`src/rtl/alu_share_sched_if.sv`:
```
// Bundle of request, ALU and response signals for alu_share_sched.
// slave = scheduler side, master = requesters / ALU / consumer side.
interface alu_share_sched_if #(
  parameter int WIDTH = 4,
  parameter int CTRW  = 3
);
  // Every channel uses valid/ready: a transfer happens on a rising edge where
  // both are high; the offering side holds valid and payload until then.
  logic             req0_valid;
  logic             req0_ready;
  logic [WIDTH-1:0] req0_a;
  logic [WIDTH-1:0] req0_b;
  logic [CTRW-1:0]  req0_ctr;
  logic             req1_valid;
  logic             req1_ready;
  logic [WIDTH-1:0] req1_a;
  logic [WIDTH-1:0] req1_b;
  logic [CTRW-1:0]  req1_ctr;
  logic [WIDTH-1:0] alu_a;
  logic [WIDTH-1:0] alu_b;
  logic [CTRW-1:0]  alu_ctr;
  logic [WIDTH-1:0] alu_f;
  logic             alu_cf;
  logic             alu_zero;
  logic             alu_of;
  logic             rsp_valid;
  logic             rsp_ready;
  logic             rsp_id;
  logic [WIDTH-1:0] rsp_f;
  logic             rsp_cf;
  logic             rsp_zero;
  logic             rsp_of;
  logic             busy;
  logic [1:0]       state_dbg;

  modport slave (
    input  req0_valid, req0_a, req0_b, req0_ctr,
    input  req1_valid, req1_a, req1_b, req1_ctr,
    input  alu_f, alu_cf, alu_zero, alu_of, rsp_ready,
    output req0_ready, req1_ready, alu_a, alu_b, alu_ctr,
    output rsp_valid, rsp_id, rsp_f, rsp_cf, rsp_zero, rsp_of, busy, state_dbg
  );

  modport master (
    output req0_valid, req0_a, req0_b, req0_ctr,
    output req1_valid, req1_a, req1_b, req1_ctr,
    output alu_f, alu_cf, alu_zero, alu_of, rsp_ready,
    input  req0_ready, req1_ready, alu_a, alu_b, alu_ctr,
    input  rsp_valid, rsp_id, rsp_f, rsp_cf, rsp_zero, rsp_of, busy, state_dbg
  );
endinterface

```
`src/rtl/alu_share_sched.sv`:
```
// Two-requester scheduler time-sharing one external combinational ALU.
// Define ALU_SCHED_FIXED_PRIO_EN for fixed priority (requester 0 wins); default is round-robin.
module alu_share_sched #(
  parameter int WIDTH = 4,
  parameter int CTRW  = 3
) (
  input logic              clk,
  input logic              rst,
  alu_share_sched_if.slave bus
);
  typedef enum logic [1:0] {IDLE = 2'd0, EXEC = 2'd1, RESP = 2'd2} state_e;

  state_e           state_q, state_d;
  logic             id_q, id_d;
  logic [WIDTH-1:0] alu_a_q, alu_a_d, alu_b_q, alu_b_d;
  logic [CTRW-1:0]  alu_ctr_q, alu_ctr_d;
  logic [WIDTH-1:0] rsp_f_q, rsp_f_d;
  logic             rsp_cf_q, rsp_cf_d, rsp_zero_q, rsp_zero_d, rsp_of_q, rsp_of_d;
  logic             gnt_valid, gnt_id, accept;

`ifdef ALU_SCHED_FIXED_PRIO_EN
  always_comb begin
    gnt_valid = bus.req0_valid | bus.req1_valid;
    gnt_id    = ~bus.req0_valid;
  end
`else
  logic last_grant_q;

  // On a tie the requester not served last time wins.
  always_comb begin
    gnt_valid = bus.req0_valid | bus.req1_valid;
    gnt_id    = (bus.req0_valid && bus.req1_valid) ? ~last_grant_q : ~bus.req0_valid;
  end

  always_ff @(posedge clk) begin
    if (rst)         last_grant_q <= 1'b1;
    else if (accept) last_grant_q <= gnt_id;
  end
`endif

  // Readys are masked during reset so no handshake can coincide with it.
  assign accept         = (state_q == IDLE) && gnt_valid && !rst;
  assign bus.req0_ready = accept && !gnt_id;
  assign bus.req1_ready = accept && gnt_id;

  always_comb begin
    state_d    = state_q;
    id_d       = id_q;
    alu_a_d    = alu_a_q;
    alu_b_d    = alu_b_q;
    alu_ctr_d  = alu_ctr_q;
    rsp_f_d    = rsp_f_q;
    rsp_cf_d   = rsp_cf_q;
    rsp_zero_d = rsp_zero_q;
    rsp_of_d   = rsp_of_q;
    case (state_q)
      IDLE: begin
        if (accept) begin
          state_d   = EXEC;
          id_d      = gnt_id;
          alu_a_d   = gnt_id ? bus.req1_a   : bus.req0_a;
          alu_b_d   = gnt_id ? bus.req1_b   : bus.req0_b;
          alu_ctr_d = gnt_id ? bus.req1_ctr : bus.req0_ctr;
        end
      end
      EXEC: begin
        state_d    = RESP;
        rsp_f_d    = bus.alu_f;
        rsp_cf_d   = bus.alu_cf;
        rsp_zero_d = bus.alu_zero;
        rsp_of_d   = bus.alu_of;
      end
      RESP: begin
        if (bus.rsp_ready) state_d = IDLE;
      end
      default: state_d = IDLE;
    endcase
  end

  always_ff @(posedge clk) begin
    if (rst) begin
      state_q    <= IDLE;
      id_q       <= 1'b0;
      alu_a_q    <= '0;
      alu_b_q    <= '0;
      alu_ctr_q  <= '0;
      rsp_f_q    <= '0;
      rsp_cf_q   <= 1'b0;
      rsp_zero_q <= 1'b0;
      rsp_of_q   <= 1'b0;
    end else begin
      state_q    <= state_d;
      id_q       <= id_d;
      alu_a_q    <= alu_a_d;
      alu_b_q    <= alu_b_d;
      alu_ctr_q  <= alu_ctr_d;
      rsp_f_q    <= rsp_f_d;
      rsp_cf_q   <= rsp_cf_d;
      rsp_zero_q <= rsp_zero_d;
      rsp_of_q   <= rsp_of_d;
    end
  end

  assign bus.alu_a     = alu_a_q;
  assign bus.alu_b     = alu_b_q;
  assign bus.alu_ctr   = alu_ctr_q;
  assign bus.rsp_valid = (state_q == RESP);
  assign bus.rsp_id    = id_q;
  assign bus.rsp_f     = rsp_f_q;
  assign bus.rsp_cf    = rsp_cf_q;
  assign bus.rsp_zero  = rsp_zero_q;
  assign bus.rsp_of    = rsp_of_q;
  assign bus.busy      = (state_q != IDLE);
  assign bus.state_dbg = state_q;
endmodule

```
`src/flat_wrapper.sv`:
```
// flat-port wrapper written by rule: the top's interface ports become plain ports
module alu_share_sched_flat 
#(
  parameter int WIDTH = 4,
  parameter int CTRW  = 3
)
  (clk, rst, bus_req0_valid, bus_req0_a, bus_req0_b, bus_req0_ctr, bus_req1_valid, bus_req1_a, bus_req1_b, bus_req1_ctr, bus_alu_f, bus_alu_cf, bus_alu_zero, bus_alu_of, bus_rsp_ready, bus_req0_ready, bus_req1_ready, bus_alu_a, bus_alu_b, bus_alu_ctr, bus_rsp_valid, bus_rsp_id, bus_rsp_f, bus_rsp_cf, bus_rsp_zero, bus_rsp_of, bus_busy, bus_state_dbg);
  alu_share_sched_if #(.WIDTH(WIDTH), .CTRW(CTRW)) bus_i ();
  input logic clk;
  input logic rst;
  input wire logic [$bits(bus_i.req0_valid)-1:0] bus_req0_valid;
  input wire logic [$bits(bus_i.req0_a)-1:0] bus_req0_a;
  input wire logic [$bits(bus_i.req0_b)-1:0] bus_req0_b;
  input wire logic [$bits(bus_i.req0_ctr)-1:0] bus_req0_ctr;
  input wire logic [$bits(bus_i.req1_valid)-1:0] bus_req1_valid;
  input wire logic [$bits(bus_i.req1_a)-1:0] bus_req1_a;
  input wire logic [$bits(bus_i.req1_b)-1:0] bus_req1_b;
  input wire logic [$bits(bus_i.req1_ctr)-1:0] bus_req1_ctr;
  input wire logic [$bits(bus_i.alu_f)-1:0] bus_alu_f;
  input wire logic [$bits(bus_i.alu_cf)-1:0] bus_alu_cf;
  input wire logic [$bits(bus_i.alu_zero)-1:0] bus_alu_zero;
  input wire logic [$bits(bus_i.alu_of)-1:0] bus_alu_of;
  input wire logic [$bits(bus_i.rsp_ready)-1:0] bus_rsp_ready;
  output wire logic [$bits(bus_i.req0_ready)-1:0] bus_req0_ready;
  output wire logic [$bits(bus_i.req1_ready)-1:0] bus_req1_ready;
  output wire logic [$bits(bus_i.alu_a)-1:0] bus_alu_a;
  output wire logic [$bits(bus_i.alu_b)-1:0] bus_alu_b;
  output wire logic [$bits(bus_i.alu_ctr)-1:0] bus_alu_ctr;
  output wire logic [$bits(bus_i.rsp_valid)-1:0] bus_rsp_valid;
  output wire logic [$bits(bus_i.rsp_id)-1:0] bus_rsp_id;
  output wire logic [$bits(bus_i.rsp_f)-1:0] bus_rsp_f;
  output wire logic [$bits(bus_i.rsp_cf)-1:0] bus_rsp_cf;
  output wire logic [$bits(bus_i.rsp_zero)-1:0] bus_rsp_zero;
  output wire logic [$bits(bus_i.rsp_of)-1:0] bus_rsp_of;
  output wire logic [$bits(bus_i.busy)-1:0] bus_busy;
  output wire logic [$bits(bus_i.state_dbg)-1:0] bus_state_dbg;
  assign bus_i.req0_valid = bus_req0_valid;
  assign bus_i.req0_a = bus_req0_a;
  assign bus_i.req0_b = bus_req0_b;
  assign bus_i.req0_ctr = bus_req0_ctr;
  assign bus_i.req1_valid = bus_req1_valid;
  assign bus_i.req1_a = bus_req1_a;
  assign bus_i.req1_b = bus_req1_b;
  assign bus_i.req1_ctr = bus_req1_ctr;
  assign bus_i.alu_f = bus_alu_f;
  assign bus_i.alu_cf = bus_alu_cf;
  assign bus_i.alu_zero = bus_alu_zero;
  assign bus_i.alu_of = bus_alu_of;
  assign bus_i.rsp_ready = bus_rsp_ready;
  assign bus_req0_ready = bus_i.req0_ready;
  assign bus_req1_ready = bus_i.req1_ready;
  assign bus_alu_a = bus_i.alu_a;
  assign bus_alu_b = bus_i.alu_b;
  assign bus_alu_ctr = bus_i.alu_ctr;
  assign bus_rsp_valid = bus_i.rsp_valid;
  assign bus_rsp_id = bus_i.rsp_id;
  assign bus_rsp_f = bus_i.rsp_f;
  assign bus_rsp_cf = bus_i.rsp_cf;
  assign bus_rsp_zero = bus_i.rsp_zero;
  assign bus_rsp_of = bus_i.rsp_of;
  assign bus_busy = bus_i.busy;
  assign bus_state_dbg = bus_i.state_dbg;
  alu_share_sched #(.WIDTH(WIDTH), .CTRW(CTRW)) u_core (.clk(clk), .rst(rst), .bus(bus_i));
endmodule
```
`config.mk`:
```
export PLATFORM = sky130hd
export DESIGN_NAME = alu_share_sched_flat
export DESIGN_NICKNAME = d
export VERILOG_FILES = /design/src/rtl/alu_share_sched_if.sv /design/src/rtl/alu_share_sched.sv /design/src/flat_wrapper.sv
export SDC_FILE = /design/constraint.sdc
export NUM_CORES = 1
export LEC_CHECK = 0
export CORE_UTILIZATION = 34
export CTS_BUF_LIST = sky130_fd_sc_hd__clkbuf_8
export DETAILED_ROUTE_END_ITERATION = 7
export PLACE_DENSITY = 0.79
export RECOVER_POWER = 25
export SYNTH_ARGS = -nofsm -noshare
export SYNTH_HDL_FRONTEND = slang
export SYNTH_SLANG_ARGS = --single-unit
```
`constraint.sdc`:
```
create_clock -name clk -period 1.55 [get_ports clk]
set_input_delay 0.31 -clock clk [delete_from_list [all_inputs] [get_ports clk]]
set_output_delay 0.31 -clock clk [all_outputs]
set_load 0.05 [all_outputs]
```
# Yosys cells after proc, flatten, opt, wreduce, memory -nomap -nowiden
# Index checks and enable logic that the tools add are counted.
classes:
  shift: 0
  multipliers: 0
  n_div: 0
  add_sub_neg: 0
  n_reduce_logical: 11
  n_eq_ne: 4
  mux: 7
  order_cmp: 0
  bitwise: 3
ops:
  columns: ["cell", "count"]
  rows:
  - ["two-way mux 4 bit", 2]
  - ["one-hot mux 2 bit (3 select lines)", 1]
  - ["logical AND 1 bit", 5]
  - ["two-way mux 2 bit", 2]
  - ["AND reduction 2 bit", 2]
  - ["two-way mux 3 bit", 1]
  - ["equality test 2 x 1 -> 1 bit (second input constant)", 1]
  - ["equality test 2 bit (second input constant)", 1]
  - ["logical NOT 1 bit", 2]
  - ["logical NOT 2 bit", 1]
  - ["!= test 2 x 1 -> 1 bit (second input constant)", 1]
  - ["!= test 2 bit (second input constant)", 1]
  - ["NOT 1 bit", 2]
  - ["nonzero test 2 bit", 1]
  - ["two-way mux 1 bit", 1]
  - ["OR 1 bit", 1]
totals:
  output_inout_bits: 25
  latch_bits: 0
  input_bits: 34
  mem_bits_rw: 0
  wordCells: 35
  mem_bits_ro: 0
  reg_bits: 22
  n_memories: 0

# Logic depth before layout (Yosys ltp)
depth:
  depth_word: 5
  mapped_depth: 5
  ltp_nobuf: 4

# Least setup slack after synthesis
# No wires, ideal clock.
synth_timing:
  path_type: "reg2out"
  startpoint: "register u_core.state_q[1], in the netlist u_core.bus.state_dbg[1]"
  endpoint: "output bus_req0_ready"
  setup_slack_ns: -0.891
  path_stages_with_launch: 5
  t_arrival_ns: 2.131
  required_ns: 1.240
  path_buffers: 1
  cell_sequence: "dfxtp_1 -> or2_4 -> or3_4 -> buf_6 -> nor2_1"
synth_via:
  elab_chain_cells: 4
synth_rtl:
  columns: ["element", "line_no", "rtl"]
  rows:
  - ["from (decl)", "alu_share_sched.sv:13", "state_e state_q, state_d;"]
  - ["from (signal assigned)", "alu_share_sched.sv:92", "state_q <= state_d;"]
  - ["logical NOT 2 bit", "alu_share_sched.sv:42", "assign accept = (state_q == IDLE) && gnt_valid && !rst;"]
  - ["logical AND 1 bit (2 in series)", "alu_share_sched.sv:42", null]
  - ["logical AND 1 bit", "alu_share_sched.sv:43", "assign bus.req0_ready = accept && !gnt_id;"]
  - ["to (decl)", "flat_wrapper.sv:24", "output wire logic [$bits(bus_i.req0_ready)-1:0] bus_req0_ready;"]
# No other way between the ends.

# Final worst setup path
layout_timing:
  startpoint: "register u_core.state_q[0], in the netlist u_core.bus.state_dbg[0]"
  endpoint: "output bus_req1_ready"
layout_via:
  elab_chain_cells: 4
layout_rtl:
  columns: ["element", "line_no", "rtl"]
  rows:
  - ["logical NOT 2 bit", "alu_share_sched.sv:42", null]
  - ["logical AND 1 bit (2 in series)", "alu_share_sched.sv:42", null]
  - ["logical AND 1 bit", "alu_share_sched.sv:44", "assign bus.req1_ready = accept && gnt_id;"]
  - ["to (decl)", "flat_wrapper.sv:25", "output wire logic [$bits(bus_i.req1_ready)-1:0] bus_req1_ready;"]
# No other way between the ends.

==> results.cfg <==
[outcome]
outcome = finished, violations left
violations = setup timing

[global_route]
grt_pass1_vias = 903
antenna_found_initial = 0
grt_overflow_total = 0
grt_max_degree = 18
grt_pass1_wl_um = 3730
grt.total_usage = 0.176

[yosys]
synth_area_um2 = 952
syn_nets = 132
synth_ff_type = dfxtp_1
yosys.cell_count.top_type = dfxtp_1
syn_inst = 98
synth_commonest_cells = dfxtp_1, nor2_1, a21oi_1, inv_1, mux2i_1
yosysTopAreaCellShare = 0.463
synth.area.top_cells = dfxtp_1, a221oi_2, mux2i_1
ys_seq_elements = 22
async_reset_ff_frac = 0
yosysTopAreaCell = dfxtp_1
avgSynthCellArea_um2 = 9.72
synth_cell_types = 17
yosys_warnings = 0
synth_seq_area_share = 0.463
synth-edff-count = 0

[die]
io_pins = 59
die-width_um = 54.9
row_count = 18
start_util = 0.371
die_area_um2 = 3020
dieHeight_um = 54.9
design.core.area_um2 = 2570

[sta]
setup_violations = 10
maxSlewHeadroom = 0.606
drv_slew = 0
finalCritPeriodShare = 1.17
whs_ps = 455
clock_skew_ps = 6.94
fmax_ghz = 0.552
period_needed_ps = 1810
finalWorstSetupSlack_ps = -263
hold_viol_final = 0
grt_setup_unrepaired = yes
worst_pin_slew_ps = 593

[detailed_routing]
vias_per_cell = 4.74
vias = 925
drc = 0
wire_per_inst_um = 13.1
drt_wl_total_um = 2560
detail_route.first_pass.iterations = 3
drt-initial-drc-count = 4
detail-route-antenna-nets = 0

[power]
pwr-share-comb = 0.350
netSwitchingPower_w = 0.000579
p_seq_frac = 0.356
pwr-share-clk = 0.295
power.share.switching = 0.320
p_int_w = 0.00123
peakVddDrop_mv = 1.00
leakagePower_nw = 0.744
power.density_nw_per_um2 = 1050

[clock_tree]
numCtsBuffers = 3
clkTransAtPathRegs_ps = 80
clock_latency_ps = 260
clockBufferDepth = 2
cts_tree = built
cts_root_buf = clkbuf_8
cts_max_level = 1
cts.sinks = 22

[setup_path]
crit_path_end_kind = output port
slowest_delay_ps = 380
startpoint_type = flop
crit_required_ps = 1240
path_max_fanout = 4
critical_path_arrival_ps = 1500
path_cells = or2_4, or3_4, nor2_4, buf_12
critPathKind = flop to output port
cp_slowest_cell = or3_4

[finish]
fin_nets = 200
fillCellCount = 217
final_layout_size_suffix_gt1_frac = 0.333
diodes = 0
layout-area-overhead-vs-synth_pct = 81.5
stdcell_area_um2 = 1730

[placement]
hpwl_um = 1930
globalplace.congestion = 0.725
dp_slack_ps = -331
io_buffers = 58
dpl-instance-area_um2 = 1640

[job]
maxCapViolations = 0

[worst_hold_path]
hold_class = flop to flop
==> per-layer routing <==
| metal | track usage | part of all wire | vias up |
|---|---|---|---|
| li1 | - | - | 468 |
| met1 | 0.174 | 0.40 | 412 |
| met2 | 0.335 | 0.48 | 43 |
| met3 | 0.0847 | 0.12 | 2 |
| met4 | 0.0250 | 0.0047 | 0 |
| met5 | 0 | 0 | - |
==> sequential cells by signal, indices dropped and copies added (netlist names) <==
name,count
u_core.bus.alu_ctr,3
u_core.bus.rsp_cf,1
u_core.last_grant_q,1
u_core.bus.rsp_zero,1
u_core.bus.rsp_id,1
u_core.bus.alu_b,4
u_core.bus.rsp_of,1
u_core.bus.rsp_f,4
u_core.bus.alu_a,4
u_core.bus.state_dbg,2
==> metrics by stage <==
stage	std cells	power, W	util	TNS, ps
floorplan	98	0.00103	-	-1210
global placement	189	0.00127	0.639	-3400
detailed placement	189	0.00128	0.639	-3900
CTS	194	0.00182	0.672	-595
global route	195	0.00187	0.673	-1340
finish	195	0.00181	0.673	-834
==> worst max-delay path: cells and delay by family, from the launching register on <==
kind	cells	cell delay (ps)
buffers and inverters	1	150
flip-flops	1	340
AND/OR/NAND/NOR	3	760
==> layout by cell type (no fill, tap or decap), drive strengths merged, types with 8 or more instances in the layout <==
cell type	instances
a221oi	8
mux2i	10
nand2	9
inv	10
a21oi	10
dfxtp	22
clkdlybuf4s50	31
buf	27
nor2	12
clkbuf	12
==> power groups by stage <==
stage	clock, W	combinational, W	sequential (W)
5_1_grt	0.000559	0.000666	0.000649
3_3_place_gp	0	0.000618	0.000654
3_5_place_dp	0	0.000627	0.000656
6_report	0.000533	0.000632	0.000643
4_1_cts	0.000542	0.000635	0.000644
2_1_floorplan	0	0.000207	0.000821
==> cells by family after synthesis <==
logic type / synth area share
simple gates: 0.137
compound gates: 0.214
flops: 0.463
buf+inv: 0.0815
mux: 0.105
==> what timing repair did <==
action                                  in CTS  in global routing
pin swaps                                    1                  7
endpoints found under the setup margin      10                 10
hold buffers                                 0                  0
gates resized for setup                      4                  7
setup buffers                                1                  1
==> path summary, 6_finish.rpt <==
| check | startpoint | endpoint | slack, ps | cells past startpoint |
|---|---|---|---|---|
| hold reg to reg | u_core.last_grant_q | u_core.last_grant_q | 460 | 2 |
| setup reg to reg | u_core.bus.state_dbg[0] | u_core.bus.alu_b[2] | -50 | 5 |
| hold / removal | u_core.last_grant_q | u_core.last_grant_q | 460 | 2 |
| setup / recovery | u_core.bus.state_dbg[0] | bus_req1_ready | -260 | 4 |
==> area by class of cell <==
cell class | instances | area, um^2 | area share
Inverter | 10 | 37.5 | 0.0217
Sequential cell | 22 | 448 | 0.259
Clock inverter | 1 | 30.0 | 0.0174
Timing Repair Buffer | 69 | 654 | 0.379
Clock buffer | 3 | 41.3 | 0.0239
Multi-Input combinational cell | 60 | 479 | 0.277
Tap cell | 30 | 37.5 | 0.0217
Power figures use the tool's default switching activity.
